### src/rtl/cpu_pkg.sv
// Shared encodings for the 8-bit multicycle CPU: FSM states, opcodes,
// ALU operation codes and ALU operand-B select values.
package cpu_pkg;

  localparam int OPW   = 4;
  localparam int ALUCW = 3;

  typedef logic [OPW-1:0]   opcode_t;
  typedef logic [ALUCW-1:0] alu_op_t;

  typedef enum logic [3:0] {
    S_FETCH1  = 4'd0,
    S_FETCH2  = 4'd1,
    S_DECODE  = 4'd2,
    S_EXEC_R  = 4'd3,
    S_EXEC_I  = 4'd4,
    S_ALU_WB  = 4'd5,
    S_MEM_RD  = 4'd6,
    S_LOAD_WB = 4'd7,
    S_MEM_WR  = 4'd8,
    S_BRANCH  = 4'd9,
    S_JUMP    = 4'd10,
    S_HALT    = 4'd11
  } state_t;

  localparam opcode_t OP_ADD  = 4'h0;
  localparam opcode_t OP_SUB  = 4'h1;
  localparam opcode_t OP_AND  = 4'h2;
  localparam opcode_t OP_OR   = 4'h3;
  localparam opcode_t OP_ADDI = 4'h4;
  localparam opcode_t OP_LB   = 4'h5;
  localparam opcode_t OP_SB   = 4'h6;
  localparam opcode_t OP_BEQZ = 4'h7;
  localparam opcode_t OP_JMP  = 4'h8;
  localparam opcode_t OP_HALT = 4'hF;

  localparam alu_op_t ALU_ADD    = 3'b000;
  localparam alu_op_t ALU_SUB    = 3'b001;
  localparam alu_op_t ALU_AND    = 3'b010;
  localparam alu_op_t ALU_OR     = 3'b011;
  localparam alu_op_t ALU_PASS_A = 3'b100;

  localparam logic [1:0] OP2_REGB = 2'b00;
  localparam logic [1:0] OP2_ONE  = 2'b01;
  localparam logic [1:0] OP2_IMM  = 2'b10;

endpackage

### src/rtl/multicycle_controller_if.sv
// Control bundle between the multicycle controller (master) and the datapath (slave).
interface multicycle_controller_if;
  import cpu_pkg::*;

  opcode_t    opcode;
  logic       zero;
  logic       memEnable;
  logic       pcSelect;
  logic       pcEnable;
  logic       adrSelect;
  logic       ir1En;
  logic       ir2En;
  logic       op1Sel;
  logic [1:0] op2Sel;
  logic       regWrite;
  logic       memToReg;
  alu_op_t    aluControl;
  logic       halted;
  logic       illegalOp;

  modport master (
    input  opcode, zero,
    output memEnable, pcSelect, pcEnable, adrSelect, ir1En, ir2En,
           op1Sel, op2Sel, regWrite, memToReg, aluControl, halted, illegalOp
  );

  modport slave (
    output opcode, zero,
    input  memEnable, pcSelect, pcEnable, adrSelect, ir1En, ir2En,
           op1Sel, op2Sel, regWrite, memToReg, aluControl, halted, illegalOp
  );

endinterface

### src/rtl/alu_decoder.sv
// Maps the low two opcode bits of an R-type instruction to the ALU operation.
module alu_decoder
  import cpu_pkg::*;
(
  input  logic [1:0] i_func,
  output alu_op_t    o_alu_op
);

  always_comb begin
    o_alu_op = ALU_ADD;
    case (i_func)
      2'b00:   o_alu_op = ALU_ADD;
      2'b01:   o_alu_op = ALU_SUB;
      2'b10:   o_alu_op = ALU_AND;
      2'b11:   o_alu_op = ALU_OR;
      default: o_alu_op = ALU_ADD;
    endcase
  end

endmodule

### src/rtl/multicycle_controller.sv
// Moore control FSM for the 8-bit multicycle CPU: two-byte fetch, decode,
// execute and write-back. Outputs decode from the state register.
module multicycle_controller
  import cpu_pkg::*;
(
  input  logic                    clk,
  input  logic                    reset,
  multicycle_controller_if.master bus
);

  state_t     r_state;
  state_t     w_state_next;
  alu_op_t    w_rtype_op;
  logic       w_mem_enable, w_pc_select, w_pc_enable, w_adr_select;
  logic       w_ir1_en, w_ir2_en, w_op1_sel, w_reg_write, w_mem_to_reg;
  logic       w_halted, w_illegal;
  logic [1:0] w_op2_sel;
  alu_op_t    w_alu_ctrl;

  alu_decoder u_alu_decoder (
    .i_func   (bus.opcode[1:0]),
    .o_alu_op (w_rtype_op)
  );

  always_ff @(posedge clk) begin
    if (reset) r_state <= S_FETCH1;
    else       r_state <= w_state_next;
  end

  always_comb begin
    w_state_next = r_state;
    w_mem_enable = 1'b0;
    w_pc_select  = 1'b0;
    w_pc_enable  = 1'b0;
    w_adr_select = 1'b0;
    w_ir1_en     = 1'b0;
    w_ir2_en     = 1'b0;
    w_op1_sel    = 1'b0;
    w_op2_sel    = OP2_REGB;
    w_reg_write  = 1'b0;
    w_mem_to_reg = 1'b0;
    w_alu_ctrl   = ALU_ADD;
    w_halted     = 1'b0;
    w_illegal    = 1'b0;
    case (r_state)
      S_FETCH1: begin
        w_ir1_en     = 1'b1;
        w_op2_sel    = OP2_ONE;
        w_pc_enable  = 1'b1;
        w_state_next = S_FETCH2;
      end
      S_FETCH2: begin
        w_ir2_en     = 1'b1;
        w_op2_sel    = OP2_ONE;
        w_pc_enable  = 1'b1;
        w_state_next = S_DECODE;
      end
      S_DECODE: begin
        case (bus.opcode)
          OP_ADD, OP_SUB, OP_AND, OP_OR: w_state_next = S_EXEC_R;
          OP_ADDI: w_state_next = S_EXEC_I;
          OP_LB:   w_state_next = S_MEM_RD;
          OP_SB:   w_state_next = S_MEM_WR;
          OP_BEQZ: w_state_next = S_BRANCH;
          OP_JMP:  w_state_next = S_JUMP;
          OP_HALT: w_state_next = S_HALT;
          default: begin
            w_illegal    = 1'b1;
            w_state_next = S_FETCH1;
          end
        endcase
      end
      S_EXEC_R: begin
        w_op1_sel    = 1'b1;
        w_alu_ctrl   = w_rtype_op;
        w_state_next = S_ALU_WB;
      end
      S_EXEC_I: begin
        w_op1_sel    = 1'b1;
        w_op2_sel    = OP2_IMM;
        w_state_next = S_ALU_WB;
      end
      S_ALU_WB: begin
        w_reg_write  = 1'b1;
        w_state_next = S_FETCH1;
      end
      S_MEM_RD: begin
        w_adr_select = 1'b1;
        w_state_next = S_LOAD_WB;
      end
      S_LOAD_WB: begin
        w_adr_select = 1'b1;
        w_reg_write  = 1'b1;
        w_mem_to_reg = 1'b1;
        w_state_next = S_FETCH1;
      end
      S_MEM_WR: begin
        w_adr_select = 1'b1;
        w_mem_enable = 1'b1;
        w_state_next = S_FETCH1;
      end
      S_BRANCH: begin
        w_op1_sel    = 1'b1;
        w_alu_ctrl   = ALU_PASS_A;
        w_pc_select  = 1'b1;
        w_pc_enable  = bus.zero;
        w_state_next = S_FETCH1;
      end
      S_JUMP: begin
        w_pc_select  = 1'b1;
        w_pc_enable  = 1'b1;
        w_state_next = S_FETCH1;
      end
      S_HALT: begin
        w_halted     = 1'b1;
        w_state_next = S_HALT;
      end
      default: w_state_next = S_FETCH1;
    endcase
  end

  // Reset gates outputs combinationally so an in-flight write is killed in the reset cycle.
  assign bus.memEnable  = w_mem_enable & ~reset;
  assign bus.pcSelect   = w_pc_select  & ~reset;
  assign bus.pcEnable   = w_pc_enable  & ~reset;
  assign bus.adrSelect  = w_adr_select & ~reset;
  assign bus.ir1En      = w_ir1_en     & ~reset;
  assign bus.ir2En      = w_ir2_en     & ~reset;
  assign bus.op1Sel     = w_op1_sel    & ~reset;
  assign bus.op2Sel     = reset ? OP2_REGB : w_op2_sel;
  assign bus.regWrite   = w_reg_write  & ~reset;
  assign bus.memToReg   = w_mem_to_reg & ~reset;
  assign bus.aluControl = reset ? ALU_ADD : w_alu_ctrl;
  assign bus.halted     = w_halted     & ~reset;
  assign bus.illegalOp  = w_illegal    & ~reset;

endmodule

### src/flat_wrapper.sv
// flat-port wrapper written by rule: the top's interface ports become plain ports
module multicycle_controller_flat import cpu_pkg::*;
  (clk, reset, bus_opcode, bus_zero, bus_memEnable, bus_pcSelect, bus_pcEnable, bus_adrSelect, bus_ir1En, bus_ir2En, bus_op1Sel, bus_op2Sel, bus_regWrite, bus_memToReg, bus_aluControl, bus_halted, bus_illegalOp);
  multicycle_controller_if bus_i ();
  input  logic clk;
  input  logic reset;
  input wire logic [$bits(bus_i.opcode)-1:0] bus_opcode;
  input wire logic [$bits(bus_i.zero)-1:0] bus_zero;
  output wire logic [$bits(bus_i.memEnable)-1:0] bus_memEnable;
  output wire logic [$bits(bus_i.pcSelect)-1:0] bus_pcSelect;
  output wire logic [$bits(bus_i.pcEnable)-1:0] bus_pcEnable;
  output wire logic [$bits(bus_i.adrSelect)-1:0] bus_adrSelect;
  output wire logic [$bits(bus_i.ir1En)-1:0] bus_ir1En;
  output wire logic [$bits(bus_i.ir2En)-1:0] bus_ir2En;
  output wire logic [$bits(bus_i.op1Sel)-1:0] bus_op1Sel;
  output wire logic [$bits(bus_i.op2Sel)-1:0] bus_op2Sel;
  output wire logic [$bits(bus_i.regWrite)-1:0] bus_regWrite;
  output wire logic [$bits(bus_i.memToReg)-1:0] bus_memToReg;
  output wire logic [$bits(bus_i.aluControl)-1:0] bus_aluControl;
  output wire logic [$bits(bus_i.halted)-1:0] bus_halted;
  output wire logic [$bits(bus_i.illegalOp)-1:0] bus_illegalOp;
  assign bus_i.opcode = bus_opcode;
  assign bus_i.zero = bus_zero;
  assign bus_memEnable = bus_i.memEnable;
  assign bus_pcSelect = bus_i.pcSelect;
  assign bus_pcEnable = bus_i.pcEnable;
  assign bus_adrSelect = bus_i.adrSelect;
  assign bus_ir1En = bus_i.ir1En;
  assign bus_ir2En = bus_i.ir2En;
  assign bus_op1Sel = bus_i.op1Sel;
  assign bus_op2Sel = bus_i.op2Sel;
  assign bus_regWrite = bus_i.regWrite;
  assign bus_memToReg = bus_i.memToReg;
  assign bus_aluControl = bus_i.aluControl;
  assign bus_halted = bus_i.halted;
  assign bus_illegalOp = bus_i.illegalOp;
  multicycle_controller u_core (.clk(clk), .reset(reset), .bus(bus_i));
endmodule
### config.mk
export PLATFORM = sky130hd
export DESIGN_NAME = multicycle_controller_flat
export DESIGN_NICKNAME = d
export VERILOG_FILES = /design/src/rtl/cpu_pkg.sv /design/src/rtl/multicycle_controller_if.sv /design/src/rtl/alu_decoder.sv /design/src/rtl/multicycle_controller.sv /design/src/flat_wrapper.sv
export SDC_FILE = /design/constraint.sdc
export NUM_CORES = 1
export LEC_CHECK = 0
export BUFFER_PORTS_ARGS = -buffer_cell sky130_fd_sc_hd__buf_4
export CAP_MARGIN = 10
export CORE_UTILIZATION = 40
export CTS_CLUSTER_SIZE = 8
export DETAILED_ROUTE_END_ITERATION = 8
export GPL_ROUTABILITY_DRIVEN = 0
export PLACE_DENSITY = 0.77
export SYNTH_ARGS = -nofsm -noshare
export SYNTH_HDL_FRONTEND = slang
export SYNTH_SLANG_ARGS = --single-unit
### constraint.sdc
create_clock -name clk -period 1.1 [get_ports clk]
set_input_delay 0.22 -clock clk [delete_from_list [all_inputs] [get_ports clk]]
set_output_delay 0.22 -clock clk [all_outputs]
set_load 0.03 [all_outputs]
==> results of run 1 <==
-- kinds of logic after synthesis --
family                    after synthesis
buffers and inverters                  12
xor gates and xnor gates                1
DFF                                     4
and+or+nand+nor                        37
AOI/OAI and AO/OA                      19
muxes                                   1
-- per-stage QoR --
step / util [%] / worst slack (ps)
floorplan: - / -342
global placement: 84.7 / -314
detailed placement: 84.7 / -344
==> impl_metrics.tcl, run 1 <==
set metrics [dict create \
    place.port_buffers 22 \
    async_reset_ff_share_pct 0 \
    cts_resized 59 \
    fp.dieH_um 38.2 \
    synth-xor-area-share_pct 1.67 \
    synthMostInstantiatedCell "a21oi_1" \
    hold_buffers 0 \
    place_inst 129 \
    syn_area_um2 524 \
    cts_buffer_depth 2 \
    synth-edff-count 0 \
    syn_area_per_cell_um2 7.08 \
    ys_top_cells_by_area "dfxtp_1, a21oi_1, buf_2" \
    outcome "aborted with a tool error" \
    stop_error "[ERROR DPL-0038] Utilization greater than 100%, impossible to legalize" \
    synth_warnings 0 \
    lastStage "clock tree synthesis (4_1_cts)" \
    synth_common_cells "a21oi_1, nor2_1, buf_2, nand2_1" \
    synth-seq-cells 4 \
    yosys-mux-area-fraction_pct 1.91 \
    dp_hpwl_um 1500 \
    yosys.area.top_type "dfxtp_1" \
    cts.sinks 4 \
    synth_top_family_by_area "simple AND/OR/NAND/NOR gates" \
    synth_cell_types 32 \
    io_pins 23 \
    die_w_um 38.2 \
    synthSimpleGateAreaFrac_pct 42.5 \
    synthFlopType "dfxtp_1" \
    cts_buffers 3 \
    post_cts_buffers 7 \
    clock-root-buffer "clkbuf_4" \
    syn_inst 74 \
    post_dp_cell_area_um2 980 \
    htreeDepth 1 \
    rows 12 \
    start_util_pct 45.3 \
    synth_compound_area_share_pct 26.5 \
    synth_top_area_share_pct 15.3 \
    synthAdderAreaFrac_pct 0 \
    synth_nets 81 \
    ys_seq_area_share_pct 15.3 \
]
==> run 2: changes to the inputs <==
--- a/config.mk
+++ b/config.mk
@@ -7,11 +7,11 @@
 export LEC_CHECK = 0
 export BUFFER_PORTS_ARGS = -buffer_cell sky130_fd_sc_hd__buf_4
 export CAP_MARGIN = 10
-export CORE_UTILIZATION = 40
-export CTS_CLUSTER_SIZE = 8
+export CORE_AREA = 2 2 63 65
 export DETAILED_ROUTE_END_ITERATION = 8
+export DIE_AREA = 0 0 65 67
 export GPL_ROUTABILITY_DRIVEN = 0
-export PLACE_DENSITY = 0.77
+export PLACE_DENSITY_LB_ADDON = 0.15
 export SYNTH_ARGS = -nofsm -noshare
 export SYNTH_HDL_FRONTEND = slang
 export SYNTH_SLANG_ARGS = --single-unit
==> constraint.sdc (replaced) <==
create_clock -name clk -period 1.4 [get_ports clk]
set_input_delay 0.28 -clock clk [delete_from_list [all_inputs] [get_ports clk]]
set_output_delay 0.28 -clock clk [all_outputs]
set_load 0.03 [all_outputs]
==> run 2 against run 1 <==
  * The flow now finishes, with violations (negative setup slack)
  * Synthesized cell count is the same
  * Synthesized area is the same
==> impl_metrics.tcl, run 2 <==
set metrics [dict create \
    outcome "complete, but fails checks" \
    violations "negative setup slack" \
    antenna_found_initial 0 \
    track_usage_pct 9.17 \
    hold_path.startpoint "bus_opcode[3]" \
    finalMaxSlewViolations 0 \
    cts_tree "yes" \
    grt_max_degree 9 \
    swShare_pct 33.1 \
    cpPeakStageDelay_ps 340 \
    clock-root-buffer "clkbuf_8" \
    leakage_nw 0.511 \
    vdd_drop_max_mv 0.273 \
    layout-drive-gt1-share_pct 72.2 \
    dp_hpwl_um 1480 \
    post-route-period-util_pct 116 \
    die_w_um 65 \
    crit_start "u_core.r_state[0]" \
    mostFrequentLayoutCells "buf_4, buf_6, nand2_1" \
    seq_power_share_pct 17.9 \
    rows 22 \
    io_pins 23 \
    p_clk_share_pct 30.8 \
    fin_ws_ps -225 \
    synth-seq-cells 4 \
    top_register "u_core.r_state" \
    drt_iter0_drc 27 \
    hold_class "input port to register" \
    synth-edff-count 0 \
    max_clock_freq_mhz 615 \
    grt_pass1_wl_um 3110 \
    setup_tns_ps -1920 \
    yosys.area.top_type "dfxtp_1" \
    synth_cell_types 32 \
    end_kind "output port" \
    slowest_stage "dfxtp_2" \
    overflow 0 \
    core-area_mm2 0.00361 \
    cts_buffer_depth 2 \
    largest_register_ffs 4 \
    cts.clk_slew.worst_paths_ps 30 \
    die-area_mm2 0.00436 \
    p_sw_mw 0.253 \
    viasPerCell 4.11 \
    wl_um 1810 \
    finalHoldViolations 0 \
    setup-violations-final 16 \
    rsz0062_at_grt "true" \
    whs_ps 454 \
    combPwrFrac_pct 51.3 \
    final_util_pct 34.7 \
    place.port_buffers 22 \
    ys_top_cells_by_area "dfxtp_1, a21oi_1, buf_2" \
    rr_startpoint "u_core.r_state[3]" \
    fill_cells 393 \
    pwr_density_cell_mw_per_mm2 611 \
    synth_warnings 0 \
    vias 715 \
    drc_errors 0 \
    async_reset_ff_share_pct 0 \
    timing.slew.headroom_pct 81.5 \
    wl_per_cell_um 10.4 \
    crit_chain "buf_4 -> nor4b_4 -> and4b_1 -> buf_6" \
    worstMarginPinSlew_ps 275 \
    skew_ps 3.34 \
    postLayoutCellArea_mm2 0.00125 \
    top_regs "u_core.r_state: 4 flops" \
    cts_buffers 3 \
    syn_inst 74 \
    cp.required_ps 1120 \
    drt.antenna.violating_nets 0 \
    nets 135 \
    start_kind "register" \
    grt_pass1_vias 711 \
    syn_area_um2 524 \
    htreeDepth 1 \
    synthToLayoutAreaGrowth_pct 139 \
    synth_common_cells "a21oi_1, nor2_1, buf_2, nand2_1" \
    synth_nets 81 \
    start_util_pct 14.5 \
    drv_cap 0 \
    p_total_mw 0.765 \
    synthMostInstantiatedCell "a21oi_1" \
    clk_latency_ps 210 \
    n_antenna_cell 0 \
    synthFlopType "dfxtp_1" \
    path_class "register to output port" \
    rrSetupSlack_ps 120 \
    synth_top_area_share_pct 15.3 \
    arrival_ps 1350 \
    ys_seq_area_share_pct 15.3 \
    fin_crit_ps 1630 \
    final_common_cell "buf_4" \
    drt_pass1_iterations 4 \
    post_dp_cell_area_mm2 0.00101 \
    fp.dieH_um 67 \
    path_max_fanout 5 \
    cts.sinks 4 \
    hold_buffers 0 \
    syn_area_per_cell_um2 7.08 \
    intPower_mw 0.511 \
]
[run 2: cell counts after synthesis]
Identical to the previous run, type by type.
[run 2: power groups by stage]
stage	Sequential (mW)	Clock (mW)	Combinational, mW
after floorplan	0.130	0	0.192
after global placement	0.138	0	0.322
after detailed placement	0.138	0	0.322
after CTS	0.137	0.244	0.396
after global routing	0.138	0.256	0.424
final	0.137	0.236	0.392
[run 2: cells by family (layout without fill, tap and decap cells)]
| kind of cell | count (synthesis) | count (layout) | synth area share (%) |
|---|---|---|---|
| flops | 4 | 4 | 15.3 |
| simple gates | 37 | 37 | 42.5 |
| xor+xnor | 1 | 1 | 1.67 |
| buf+inv | 12 | 64 | 12.2 |
| mux | 1 | 1 | 1.91 |
| compound gates | 19 | 19 | 26.5 |
[run 2: metrics by stage]
| stage | cells | setup WS [ps] |
|---|---|---|
| 4_1_cts | 173 | -244 |
| 2_1_floorplan | 74 | -161 |
| 3_3_place_gp | 163 | -138 |
| 3_5_place_dp | 163 | -103 |
| 5_1_grt | 174 | -303 |
| 6_report | 174 | -225 |
[run 2: cell type report]
class	instances	area, um2	area share [%]
inverters	4	15.0	1.20
multi-input cells	58	512	40.9
well taps	48	60.1	4.80
flip-flops and latches	4	90.1	7.20
repair buffers	57	533	42.6
clock buffers	3	41.3	3.30
[run 2: worst paths after layout]
kind,to,cells after the start
worst max-delay path,bus_illegalOp,4
worst min-delay path,u_core.r_state[0],3
worst max register to register,u_core.r_state[1],6
worst min register to register,u_core.r_state[1],2
[run 2: critical path: cells and delay by family (launching register included)]
kind                   cells  cell delay [ps]
and+or+nand+nor            2              510
buffers and inverters      2              280
DFF                        1              340
[run 2: timing repair]
action | 4_1_cts | 5_1_grt
resized for setup | 32 | 1
buffers inserted | 7 | 1
setup endpoints to repair | 16 | 17
pin swaps | 13 | 6
gates cloned | 0 | 0
[run 2: routing by layer]
layer  vias to the layer above  GRT usage (%)  share of wire, %
met4                         0           1.60                 0
met3                         0           2.70               5.2
li1                        377              -                 -
met5                         -              0                 0
met2                        14           16.6                52
met1                       324           10.7                43
Power figures use the tool's default switching activity.
==> run 3: changes to the inputs <==
--- a/config.mk
+++ b/config.mk
@@ -14,4 +14,5 @@
 export PLACE_DENSITY_LB_ADDON = 0.15
 export SYNTH_ARGS = -nofsm -noshare
 export SYNTH_HDL_FRONTEND = slang
+export SYNTH_HIERARCHICAL = 1
 export SYNTH_SLANG_ARGS = --single-unit
==> run 3 against run 2 <==
  * The flow still finishes with violations (negative setup slack)
  * Clock skew up 1.2 ps
  * Final cell count down 4.6%
  * Total power grew 2.2%
  * Count of clock-buffer cells in the layout is the same
  * Largest cell class is now multi-input combinational cells
  * Highest routed layer is now met4
==> impl_metrics.tcl, run 3 <==
set metrics [dict create \
    grt_pass1_vias 692 \
    hold_buffers 0 \
    io_pins 23 \
    n_antenna_cell 0 \
    path_depth 4 \
    rsz0062_at_grt "true" \
    die-area_mm2 0.00436 \
    clock-root-buffer "clkbuf_8" \
    finalHoldViolations 0 \
    post-route-period-util_pct 120 \
    grt_max_degree 10 \
    cts.sinks 4 \
    synth-seq-cells 4 \
    skew_ps 4.55 \
    wl_per_cell_um 12.4 \
    overflow 0 \
    syn_area_per_cell_um2 6.65 \
    vias 721 \
    finalMaxSlewViolations 0 \
    crit_chain "or4b_1 -> o21ai_1 -> and2b_2 -> buf_6" \
    leakage_nw 0.479 \
    cp.required_ps 1120 \
    async_reset_ff_share_pct 0 \
    top_regs "u_core/r_state: 4 flops" \
    dp_hpwl_um 1520 \
    wl_um 2050 \
    cts_buffers 3 \
    outcome "complete, but fails checks" \
    clk_latency_ps 220 \
    cpPeakStageDelay_ps 510 \
    holdPathStages 3 \
    syn_inst 83 \
    synth_cell_types 35 \
    setup_tns_ps -3050 \
    synthFlopType "dfxtp_1" \
    fill_cells 385 \
    pwr_density_cell_mw_per_mm2 632 \
    arrival_ps 1400 \
    synth_top_area_share_pct 14.5 \
    ys_top_cells_by_area "dfxtp_1, nor3_1, a21oi_1" \
    viasPerCell 4.34 \
    rows 22 \
    place.port_buffers 22 \
    top_register "u_core/r_state" \
    synthToLayoutAreaGrowth_pct 124 \
    layout-drive-gt1-share_pct 73.7 \
    fin_ws_ps -280 \
    cts_tree "yes" \
    path_max_fanout 4 \
    start_util_pct 15.3 \
    drt.antenna.violating_nets 0 \
    track_usage_pct 10.2 \
    cts_buffer_depth 2 \
    hold_class "input port to register" \
    synth_warnings 6 \
    htreeDepth 1 \
    p_total_mw 0.781 \
    fp.dieH_um 67 \
    nets 127 \
    drv_cap 0 \
    max_clock_freq_mhz 595 \
    drt_iter0_drc 5 \
    synth_common_cells "nor3_1, nor2_1, a21oi_1, nand2_1" \
    reg2reg_depth 7 \
    synthMostInstantiatedCell "nor3_1" \
    vdd_drop_max_mv 0.189 \
    drc_errors 0 \
    grt_pass1_wl_um 3240 \
    antenna_found_initial 0 \
    synth_nets 90 \
    path_buf_inv 1 \
    largest_register_ffs 4 \
    setup-violations-final 17 \
    rrSetupSlack_ps -90 \
    violations "negative setup slack" \
    end_kind "output port" \
    path_class "register to output port" \
    die_w_um 65 \
    cp_top_family "simple AND/OR/NAND/NOR gates" \
    start_kind "register" \
    yosys.area.top_type "dfxtp_1" \
    slowest_stage "or4b_1" \
    fin_crit_ps 1680 \
    syn_area_um2 552 \
    drt_pass1_iterations 3 \
    cts.clk_slew.worst_paths_ps 30 \
    synth-edff-count 0 \
    core-area_mm2 0.00361 \
    ys_seq_area_share_pct 14.5 \
    mostFrequentLayoutCells "buf_4, buf_6, nor3_4, nor2_4" \
    final_common_cell "buf_4" \
]
run 3: cell types whose count changed after synthesis, moves of 2 or more:
| cell | delta |
|---|---|
| nor3_1 | +6 |
| and2_1 | -4 |
| buf_2 | -3 |
| buf_4 | +3 |
| clkbuf_1 | +3 |
| inv_1 | +3 |
| a2111oi_2 | +2 |
| a31oi_1 | -2 |
| and2b_1 | +2 |
| inv_2 | -2 |
| nand3b_1 | -2 |
| nor2_1 | +2 |
| o21ai_0 | -2 |
run 3: layer usage:
layer	track usage [%]	share of wire [%]
met3	2.03	3.4
met4	6.38	1.9
met2	16.5	49
met5	0	0
met1	12.4	46
run 3: through the flow:
stage	cell area [um2]	std cells	utilization, %	hold WS, ps	worst slack, ps
3_3_place_gp	997	159	27.7	619	-107
3_5_place_dp	997	159	27.7	620	-117
6_report	1240	166	34.3	387	-280
5_1_grt	1240	166	34.3	405	-357
2_1_floorplan	713	83	-	349	-197
4_1_cts	1110	164	30.7	383	-281
run 3: cell type report:
cell class	instances	area [um2]	area share, %
clock buffers	3	41.3	3.34
inverters	5	26.3	2.13
multi-input cells	64	618	50.0
flip-flops and latches	4	90.1	7.29
well taps	48	60.1	4.86
repair buffers	42	400	32.4
run 3: path summary, 6_finish.rpt:
check	to	startpoint
worst max-delay path	bus_adrSelect	u_core/r_state[0]
worst min-delay path	u_core/r_state[3]	reset
worst max register to register	u_core/r_state[1]	u_core/r_state[3]
worst min register to register	u_core/r_state[3]	u_core/r_state[2]
run 3: where the power goes:
| part | internal (mW) | leakage (nW) | switching (mW) |
|---|---|---|---|
| Sequential | 0.122 | 0.0349 | 0.0115 |
| Combinational | 0.179 | 0.422 | 0.218 |
| Clock | 0.184 | 0.0216 | 0.0668 |
| Total | 0.485 | 0.479 | 0.296 |
run 3: cell families (layout without fill, tap and decap cells):
logic type | Yosys count | after routing | share of synthesized area, %
other cells | 1 | 1 | 0.680
simple gates | 44 | 44 | 47.2
compound gates | 19 | 19 | 24.0
flops | 4 | 4 | 14.5
buf+inv | 15 | 50 | 13.6
run 3: worst min-delay path: stages:
cell and delay [ps]:
buf_4 110, buf_4 140, a2111oi_2 40
run 3: repair_timing:
item / in CTS / in global routing
setup buffers: 2 / 3
pin swaps: 2 / 14
resized for setup: 13 / 27
setup endpoints to repair: 17 / 18
==> run 4: changes to the inputs <==
--- a/config.mk
+++ b/config.mk
@@ -5,11 +5,11 @@
 export SDC_FILE = /design/constraint.sdc
 export NUM_CORES = 1
 export LEC_CHECK = 0
-export BUFFER_PORTS_ARGS = -buffer_cell sky130_fd_sc_hd__buf_4
 export CAP_MARGIN = 10
 export CORE_AREA = 2 2 63 65
 export DETAILED_ROUTE_END_ITERATION = 8
 export DIE_AREA = 0 0 65 67
+export DONT_BUFFER_PORTS = 1
 export GPL_ROUTABILITY_DRIVEN = 0
 export PLACE_DENSITY_LB_ADDON = 0.15
 export SYNTH_ARGS = -nofsm -noshare
==> run 4 against run 3 <==
  * The run still ends with negative setup slack left
  * Sequential power barely moved
  * First-iteration DRC count rose to 3.4 times the previous value
  * Combinational power fell by 8.6%
  * Global-route usage fell by 0.27 points
  * Sequential cell count did not move
  * Die area did not move
  * Register-to-register slack improved by 170 ps
  * Non-clock buffer count fell by 8
  * Utilization fell by 1.5 points
  * Setup slack got worse by 20 ps
  * Critical endpoint is now bus_illegalOp
  * Largest cell class unchanged
==> impl_metrics.tcl, run 4 (synthesized netlist as in run 3, its figures left out) <==
set metrics [dict create \
    violations "negative setup slack" \
    drt.antenna.violating_nets 0 \
    cts_buffer_depth 2 \
    io_pins 23 \
    synthToLayoutAreaGrowth_pct 114 \
    reg2reg_depth 5 \
    rr_endpoint "u_core/r_state[1]" \
    intPower_mw 0.480 \
    p_clk_share_pct 33.0 \
    hold_path.startpoint "reset" \
    max_clock_freq_mhz 588 \
    cts_tree "yes" \
    cts.clk_slew.worst_paths_ps 30 \
    final_common_cell "buf_4" \
    cp.required_ps 1120 \
    cts_buffers 3 \
    whs_ps 126 \
    top_regs "u_core/r_state: 4 flops" \
    skew_ps 1.66 \
    die_w_um 65 \
    grt_pass1_vias 720 \
    outcome "complete, but fails checks" \
    core-area_mm2 0.00361 \
    slowest_stage "or3_4" \
    post-route-period-util_pct 121 \
    n_antenna_cell 0 \
    leakage_nw 0.448 \
    place_inst 152 \
    htreeDepth 1 \
    path_buf_inv 1 \
    timing.slew.headroom_pct 64.2 \
    rows 22 \
    grt_max_degree 15 \
    nets 119 \
    crit_chain "or3_4 -> nor3_4 -> buf_12" \
    rr_startpoint "u_core/r_state[3]" \
    path_max_fanout 8 \
    p_sw_mw 0.265 \
    fin_ws_ps -299 \
    fin_crit_ps 1700 \
    top_register "u_core/r_state" \
    drv_cap 0 \
    swShare_pct 35.6 \
    track_usage_pct 9.94 \
    viasPerCell 4.23 \
    vias 669 \
    hold_buffers 0 \
    vdd_drop_max_mv 0.203 \
    holdPathStages 1 \
    finalMaxSlewViolations 0 \
    fill_cells 378 \
    path_class "register to output port" \
    rsz0062_at_grt "true" \
    grt_pass1_wl_um 3310 \
    finalHoldViolations 0 \
    mostFrequentLayoutCells "buf_4, buf_6, nor3_4" \
    holdPathEnd "u_core/r_state[3]" \
    start_util_pct 15.3 \
    cpPeakStageDelay_ps 460 \
    end_kind "output port" \
    clk_latency_ps 220 \
    layout-drive-gt1-share_pct 67.3 \
    drc_errors 0 \
    die-area_mm2 0.00436 \
    worstMarginPinSlew_ps 533 \
    wl_um 1910 \
    dp_hpwl_um 1510 \
    clock-root-buffer "clkbuf_8" \
    pwr_density_cell_mw_per_mm2 631 \
    wl_per_cell_um 12.1 \
    combPwrFrac_pct 48.7 \
    stdcell_count 158 \
    rrSetupSlack_ps 80 \
    start_kind "register" \
    cts.sinks 4 \
    arrival_ps 1420 \
    setup-violations-final 16 \
    overflow 0 \
    cp_top_family "simple AND/OR/NAND/NOR gates" \
    seq_power_share_pct 18.3 \
    fp.dieH_um 67 \
    setup_tns_ps -2640 \
    drt_pass1_iterations 3 \
    largest_register_ffs 4 \
    antenna_found_initial 0 \
    hold_class "input port to register" \
    drt_iter0_drc 17 \
    place.port_buffers 0 \
]
==> run 4: changes by cell type in the layout (fill, tap and decap cells not counted), sizes merged <==
| cell | delta |
|---|---|
| buf | -8 |
==> run 4: timing repair <==
action                                  4_1_cts  5_1_grt
cloned                                        0        0
endpoints found under the setup margin       16       16
setup buffers                                 4        0
resized for setup                            14       14
pin swaps                                     9        7
==> run 4: area by class of cell <==
type,instances,area (um2),area share (%)
inverters,5,21.3,1.80
multi-input cells,64,607,51.4
repair buffers,34,359,30.4
flip-flops and latches,4,92.6,7.84
well taps,48,60.1,5.08
clock buffers,3,41.3,3.50
==> run 4: how the worst max path moves through the flow <==
| stage | depth (start not counted) | endpoint | slack [ps] | start |
|---|---|---|---|---|
| after global routing | 3 | bus_adrSelect | -350 | u_core/r_state[0] |
| final | 3 | bus_illegalOp | -300 | u_core/r_state[3] |
| after global placement | 4 | bus_aluControl[0] | -120 | u_core/r_state[3] |
| after floorplan | 3 | bus_aluControl[2] | -200 | u_core/r_state[3] |
| after detailed placement | 4 | bus_aluControl[0] | -130 | u_core/r_state[3] |
| after CTS | 3 | bus_adrSelect | -290 | u_core/r_state[0] |
==> run 4: routing by layer <==
layer / routed length [um] / GRT usage, %
met5: 0 / 0
met4: 0 / 3.99
met3: 121 / 3.21
met2: 910 / 16.2
met1: 882 / 12.0
==> run 4: per-stage QoR <==
stage | utilization [%] | total power [mW] | worst slack (ps) | cell area, um2
after floorplan | - | 0.365 | -197 | 713
after global placement | 27.6 | 0.453 | -116 | 995
after detailed placement | 27.6 | 0.452 | -128 | 995
after CTS | 31.3 | 0.741 | -293 | 1130
after global routing | 32.8 | 0.788 | -353 | 1180
final | 32.8 | 0.745 | -299 | 1180
==> run 4: worst reg2reg max path, delay by kind of cell, from the launching register on <==
kind	cells	cell delay (ps)
buf+inv	1	140
simple gates	1	140
compound gates	3	570
flops	1	360
==> run 4: power groups by stage <==
stage               Sequential (mW)  Combinational [mW]  Clock, mW
floorplan                     0.134               0.231          0
detailed placement            0.139               0.313          0
finish                        0.136               0.363      0.246
global route                  0.139               0.389      0.261
CTS                           0.138               0.351      0.253
global placement              0.140               0.313          0
